===== src/rtl/fifo_ctrl_pkg.sv =====
// Shared definitions for the single-clock LSRAM FIFO controller: sizing helpers,
// parameter legality checks and the registered status-flag bundle.
package fifo_ctrl_pkg;

    typedef struct packed {
        logic full;
        logic empty;
        logic afull;
        logic aempty;
    } fifo_flags_t;

    localparam fifo_flags_t FLAGS_RESET = '{full: 1'b0, empty: 1'b1, afull: 1'b0, aempty: 1'b1};

    function automatic int clog2(input int value);
        int result;
        result = 0;
        while ((1 << result) < value) begin
            result = result + 1;
        end
        return result;
    endfunction

    function automatic bit depth_ok(input int depth, input int awidth);
        return (depth > 1) && ((1 << clog2(depth)) == depth) && (clog2(depth) == awidth);
    endfunction

    function automatic bit rd_lat_ok(input int rd_lat);
        return (rd_lat == 1) || (rd_lat == 2);
    endfunction

endpackage


===== src/rtl/fifo_rd_vld_pipe.sv =====
// Delays the accepted-read strobe by the RAM read latency so DVLD lines up with RDATA.
module fifo_rd_vld_pipe #(
    parameter int RD_LAT = 2
) (
    input  logic clk,
    input  logic rst,
    input  logic rd_ok,
    output logic dvld
);

    logic [RD_LAT-1:0] vld_pipe_q;
    logic [RD_LAT-1:0] vld_pipe_d;

    always_comb begin
        vld_pipe_d    = '0;
        vld_pipe_d[0] = rd_ok;
        for (int i = 1; i < RD_LAT; i++) begin
            vld_pipe_d[i] = vld_pipe_q[i-1];
        end
    end

    // Clearing on reset drops reads still in flight so they never raise DVLD.
    always_ff @(posedge clk or posedge rst) begin
        if (rst) begin
            vld_pipe_q <= '0;
        end else begin
            vld_pipe_q <= vld_pipe_d;
        end
    end

    assign dvld = vld_pipe_q[RD_LAT-1];

endmodule


===== src/rtl/fifo_sync_ram_ctrl.sv =====
// Single-clock FIFO controller for an external dual-port LSRAM: pointers, occupancy,
// status flags, error pulses and read-data-valid alignment.
module fifo_sync_ram_ctrl
    import fifo_ctrl_pkg::*;
#(
    parameter int DEPTH     = 128,
    parameter int AWIDTH    = 7,
    parameter int RD_LAT    = 2,
    parameter int AFULL_TH  = 120,
    parameter int AEMPTY_TH = 8
) (
    input  logic              CLOCK,
    input  logic              RESET,
    input  logic              WE,
    input  logic              RE,
    output logic [AWIDTH-1:0] RAM_WADDR,
    output logic              RAM_WEN,
    output logic [AWIDTH-1:0] RAM_RADDR,
    output logic              RAM_REN,
    output logic              DVLD,
    output logic              FULL,
    output logic              EMPTY,
    output logic              AFULL,
    output logic              AEMPTY,
    output logic [AWIDTH:0]   WRCNT,
    output logic              OVERFLOW,
    output logic              UNDERFLOW
);

    generate
        if (!depth_ok(DEPTH, AWIDTH)) begin : g_bad_depth
            $error("fifo_sync_ram_ctrl: DEPTH must be a power of 2 equal to 2**AWIDTH");
        end
        if (!rd_lat_ok(RD_LAT)) begin : g_bad_rd_lat
            $error("fifo_sync_ram_ctrl: RD_LAT must be 1 or 2");
        end
    endgenerate

    localparam logic [AWIDTH:0] DEPTH_C     = (AWIDTH+1)'(DEPTH);
    localparam logic [AWIDTH:0] AFULL_TH_C  = (AWIDTH+1)'(AFULL_TH);
    localparam logic [AWIDTH:0] AEMPTY_TH_C = (AWIDTH+1)'(AEMPTY_TH);

    logic [AWIDTH-1:0] wptr_q, wptr_d;
    logic [AWIDTH-1:0] rptr_q, rptr_d;
    logic [AWIDTH:0]   count_q, count_d;
    fifo_flags_t       flags_q, flags_d;
    logic              overflow_q, overflow_d;
    logic              underflow_q, underflow_d;
    logic              wr_ok;
    logic              rd_ok;

    // Acceptance uses the registered flags, so at full a simultaneous write is
    // refused while the read goes through, and the reverse at empty.
    always_comb begin
        wr_ok         = WE & ~flags_q.full;
        rd_ok         = RE & ~flags_q.empty;
        wptr_d        = wptr_q + AWIDTH'(wr_ok);
        rptr_d        = rptr_q + AWIDTH'(rd_ok);
        count_d       = count_q + (AWIDTH+1)'(wr_ok) - (AWIDTH+1)'(rd_ok);
        flags_d       = FLAGS_RESET;
        flags_d.full  = (count_d == DEPTH_C);
        flags_d.empty = (count_d == '0);
        flags_d.afull = (count_d >= AFULL_TH_C);
        flags_d.aempty = (count_d <= AEMPTY_TH_C);
        overflow_d    = WE & flags_q.full;
        underflow_d   = RE & flags_q.empty;
    end

    always_ff @(posedge CLOCK or posedge RESET) begin
        if (RESET) begin
            wptr_q      <= '0;
            rptr_q      <= '0;
            count_q     <= '0;
            flags_q     <= FLAGS_RESET;
            overflow_q  <= 1'b0;
            underflow_q <= 1'b0;
        end else begin
            wptr_q      <= wptr_d;
            rptr_q      <= rptr_d;
            count_q     <= count_d;
            flags_q     <= flags_d;
            overflow_q  <= overflow_d;
            underflow_q <= underflow_d;
        end
    end

    fifo_rd_vld_pipe #(
        .RD_LAT (RD_LAT)
    ) u_rd_vld_pipe (
        .clk   (CLOCK),
        .rst   (RESET),
        .rd_ok (rd_ok),
        .dvld  (DVLD)
    );

    assign RAM_WADDR = wptr_q;
    assign RAM_RADDR = rptr_q;
    assign RAM_WEN   = wr_ok;
    assign RAM_REN   = rd_ok;
    assign FULL      = flags_q.full;
    assign EMPTY     = flags_q.empty;
    assign AFULL     = flags_q.afull;
    assign AEMPTY    = flags_q.aempty;
    assign WRCNT     = count_q;
    assign OVERFLOW  = overflow_q;
    assign UNDERFLOW = underflow_q;

endmodule

===== config.mk =====
export PLATFORM = sky130hd
export DESIGN_NAME = fifo_sync_ram_ctrl
export DESIGN_NICKNAME = d
export VERILOG_FILES = /design/src/rtl/fifo_ctrl_pkg.sv /design/src/rtl/fifo_rd_vld_pipe.sv /design/src/rtl/fifo_sync_ram_ctrl.sv
export SDC_FILE = /design/constraint.sdc
export NUM_CORES = 1
export LEC_CHECK = 0
export ABC_AREA = 1
export BUFFER_PORTS_ARGS = -buffer_cell sky130_fd_sc_hd__buf_4
export CORE_MARGIN = 8
export CORE_UTILIZATION = 40
export CTS_CLUSTER_DIAMETER = 100
export DETAILED_ROUTE_END_ITERATION = 7
export PLACE_DENSITY = 0.59
export SYNTH_ARGS = -nofsm -noshare
export SYNTH_HDL_FRONTEND = slang
export SYNTH_SLANG_ARGS = --single-unit

===== constraint.sdc =====
create_clock -name CLOCK -period 2.3 [get_ports CLOCK]
set_input_delay 0.23 -clock CLOCK [delete_from_list [all_inputs] [get_ports CLOCK]]
set_output_delay 0.23 -clock CLOCK [all_outputs]
set_load 0.05 [all_outputs]

Yosys cells after proc, flatten, opt, wreduce, memory -nomap -nowiden
Cells that the tools add are included.
- bits of input ports: 4
- logic and storage cells: 24
- flip-flop bits (word level): 30
- output and inout bits: 31
- add/sub/neg operators: 4
- magnitude comparators: 2
- bitwise operators: 6
- eq/ne operators: 1
- reductions and logical operators: 1
- operator list (kind ; number):
    adder 7 x 1 -> 7 bit ; 2
    adder 8 x 1 -> 8 bit ; 1
    equality test 8 bit (second input constant) ; 1
    >= comparator 8 x 7 -> 1 bit (second input constant) ; 1
    <= comparator 8 x 4 -> 1 bit (second input constant) ; 1
    zero test 8 bit ; 1
    subtractor 8 x 1 -> 8 bit ; 1
    bitwise AND 1 bit ; 4
    inverter 1 bit ; 2

Longest topological paths before layout
- depth after elaboration: 5
- gate-level depth with buffers: 17
- gate-level depth less buffers: 17

Modules after synthesis
A second synthesis with hierarchy kept.
- cell total of the unflattened synthesis: 182
- area total of the unflattened synthesis: 1580.3 um^2
- modules (own cells, without submodules) (module ; seq. area each (um^2) ; area an instance (um^2) ; times used ; cells an instance):
    fifo_sync_ram_ctrl ; 703.2 ; 1526.5 ; 1 ; 179
    fifo_rd_vld_pipe ; 50.0 ; 53.8 ; 1 ; 3

Worst setup path before layout
No wires, ideal clock.
- path kind: register -> register
- start point: register flags_q, in the netlist FULL
- end point: register flags_q, in the netlist AFULL
- library setup time: 117 ps
- path buffers: 0
- setup slack: -457 ps
- clock period less this slack: 2757 ps
- required time: 2183 ps
- arrival: 2639 ps
- stages on the path, launching flop included: 13
- cells stage by stage: dfrtp_1 > nor2_1 > ha_1 > inv_1 > fa_1 > inv_1 > nand2_1 > nand3_1 > nand3_1 > nand2_4 > nor2_1 > nand3_1 > nand2_1
- RTL lines (element ; line ; text):
    from (decl) ; fifo_sync_ram_ctrl.sv:46 ; fifo_flags_t flags_q, flags_d;
    from (signal assigned) ; fifo_sync_ram_ctrl.sv:81 ; flags_q <= flags_d;

==> flow_metrics.tcl <==
set metrics [dict create \
    status "finished, final reports clean" \
    max_freq_mhz 475 \
    worst_ep_arrival_time_ns 2.28 \
    n_antenna_cell 0 \
    dieWidth_um 78.8 \
    syn_inst 181 \
    sequential_cell_area_fraction_in_the_yosys_report_pct 47.8 \
    grt_util_all_layers_pct 12.0 \
    number_of_antenna_violations_at_the_first_check_in_global_routing 0 \
    grt_start_max_net_pins 31 \
    synth_top_area_share_pct 44.4 \
    grt_setup_unrepaired "no" \
    cts_post_setup_buffers_inserted 0 \
    synth.lib_cells_used.distinct 21 \
    count_of_state_elements_after_synthesis 30 \
    ff_latch_area_sq_um 753 \
    dp_hpwl_mm 2.76 \
    design.final.nets 238 \
    layout-drive-gt1-share_pct 30.8 \
    maxSlewViolCount 0 \
    mappedNetlistNets 196 \
    clockBufferDepth 2 \
    slew-limit-headroom_pct 75.4 \
    ctsResizeCount 0 \
    routed_via_density 4.53 \
    min-delay-path-class "in -> async" \
    worst_hold_slack_ns 0.0209 \
    clk_root_buffer_cell "clkbuf_8" \
    tritoncts "built" \
    period_minus_slack_ns 2.10 \
    gr-total-overflow 0 \
    global_route_wire_length_before_repair_mm 6.00 \
    cts_sinks 30 \
    htree_num_levels 2 \
    vias 1241 \
    detail_route.first_pass.iterations 4 \
    cts_made_buffers 5 \
    synthesis.area_sq_um 1580 \
    avgSynthCellArea_sq_um 8.71 \
    routedWlPerCell_um 12.4 \
    required_time_worst_endpoint_ns 2.48 \
    worstSkewPairLatency_ns 0.28 \
    fp.dieArea_sq_um 6210 \
    fp-row-count 23 \
    clk_pin_slew_worst_paths_ns 0.06 \
    fin_setup_tns_ns 0 \
    antenna_violating_nets_post_route 0 \
    num_io_pins 35 \
    drt_first_iter_violations 25 \
    cts_hold_buffers 0 \
    first_global_vias 1341 \
    detail_route.drc_violations 0 \
    synthToLayoutAreaGrowth_pct 27.9 \
    timing.clock.skew_ns 0.00524 \
    global_placement_routability_congestion 0.936 \
    crit_path_start_kind "flip-flop" \
    die_h_um 78.8 \
    yosysWarnings 0 \
    final.period_utilization_pct 91.5 \
    path_class "reg -> reg" \
    multiInputGateArea_sq_um 712 \
    floorplan.initialDensity_pct 40.6 \
    fillCellCount 362 \
    cap_viol_max_count 0 \
    path_max_fanout 5 \
    worst_slew_pin_slew_ns 0.370 \
    crit_path_end_kind "flip-flop" \
    report.final.hold_viol_count 0 \
    yosysTopAreaCell "dfrtp_1" \
    utilization_pct 51.9 \
    timing.final.setup_violations 0 \
    placement.io_buffers 34 \
    coreArea_sq_um 3880 \
    ys_top_cells_by_area "dfrtp_1 (44%), nand2_1 (9.8%), ha_1 (7.9%)" \
    drt_wl_total_mm 3.39 \
]
==> stage by stage <==
stage | instance area, sq um | std cells | setup WS (ns)
after floorplan | 1610 | 181 | 0.00436
final | 2020 | 274 | 0.195
after detailed placement | 1940 | 266 | 0.181
after global routing | 2020 | 274 | 0.00402
after global placement | 1940 | 266 | 0.242
after CTS | 2020 | 274 | 0.170
==> cell usage after synthesis, drive strengths merged <==
cell type / instances
a21oi: 2
clkinv: 2
dfrtp: 28
dfstp: 2
fa: 1
ha: 10
inv: 37
nand2: 49
nand3: 21
nand3b: 1
nor2: 15
nor3: 2
xnor2: 1
xor2: 10
==> critical path: stages, from the launching register on <==
cell and delay, ns:
dfstp_2 0.39, nor2_4 0.13, inv_2 0.07, nor2_4 0.13
inv_2 0.05, nand2_1 0.06, ha_2 0.17, inv_1 0.05
fa_2 0.35, inv_2 0.07, nand2_1 0.08, nand3_2 0.09
nand3_1 0.09, nand3_1 0.08, nand2_1 0.07, nand2_1 0.08
nor2_1 0.04
==> layer usage <==
layer	GRT usage, %	up-vias	part of all wire, %
met5	0	-	0
met4	6.11	0	2.3
met3	4.06	7	7.5
met2	20.8	35	50
met1	12.8	570	41
li1	-	629	-
==> area by class of cell <==
cell class,instances,share of cell area (%)
Sequential cell,30,37.3
Multi-Input combinational cell,112,35.3
Timing Repair Buffer,35,13.0
Inverter,39,7.26
Clock buffer,8,3.97
Tap cell,50,3.10
==> kinds of logic after synthesis <==
group           Yosys count  share of synthesized area (%)
compound gates            2                          0.873
xor+xnor                 11                           7.30
fa+ha+maj                11                           9.21
buf+inv                  39                           9.29
flops                    30                           47.8
simple gates             88                           25.6
==> sequential cells by signal (all words and copies together) (netlist names), 2 cells and up <==
| signal | count |
|---|---|
| RAM_RADDR | 7 |
| WRCNT | 8 |
| RAM_WADDR | 7 |
| u_rd_vld_pipe.vld_pipe_q | 2 |
==> path summary, 6_finish.rpt <==
| path | start | endpoint | slack [ns] | depth (start not counted) |
|---|---|---|---|---|
| worst max-delay path | EMPTY | FULL | 0.20 | 16 |
| worst max register to register | EMPTY | FULL | 0.20 | 16 |
| max in group asynchronous | RESET | EMPTY | 1.97 | 3 |
| min in group CLOCK | WE | OVERFLOW | 0.14 | 3 |
| worst min-delay path | RESET | u_rd_vld_pipe.vld_pipe_q[0] | 0.02 | 3 |
| worst min register to register | u_rd_vld_pipe.vld_pipe_q[0] | u_rd_vld_pipe.vld_pipe_q[1] | 0.35 | 0 |
==> cell usage in the layout (no fill, tap or decap) <==
master     n
a21oi_2    1
inv_2      7
buf_4     35
nand3_2    4
nor2_1    11
clkinv_1   2
nand3_1   17
nor2_2     1
xnor2_1    1
nand2_1   41
dfstp_2    2
nand2_4    1
clkbuf_8   5
clkbuf_1   3
inv_1     30
ha_1       9
dfrtp_1   28
xor2_1     9
nor2_4     3
nand3b_1   1
fa_2       1
nand2_2    7
a21oi_1    1
ha_2       1
nor3_1     2
xor2_4     1
Power is left out: the tool's default activity adds up to more than one toggle a clock period on the data nets, which glitch-free logic cannot reach.
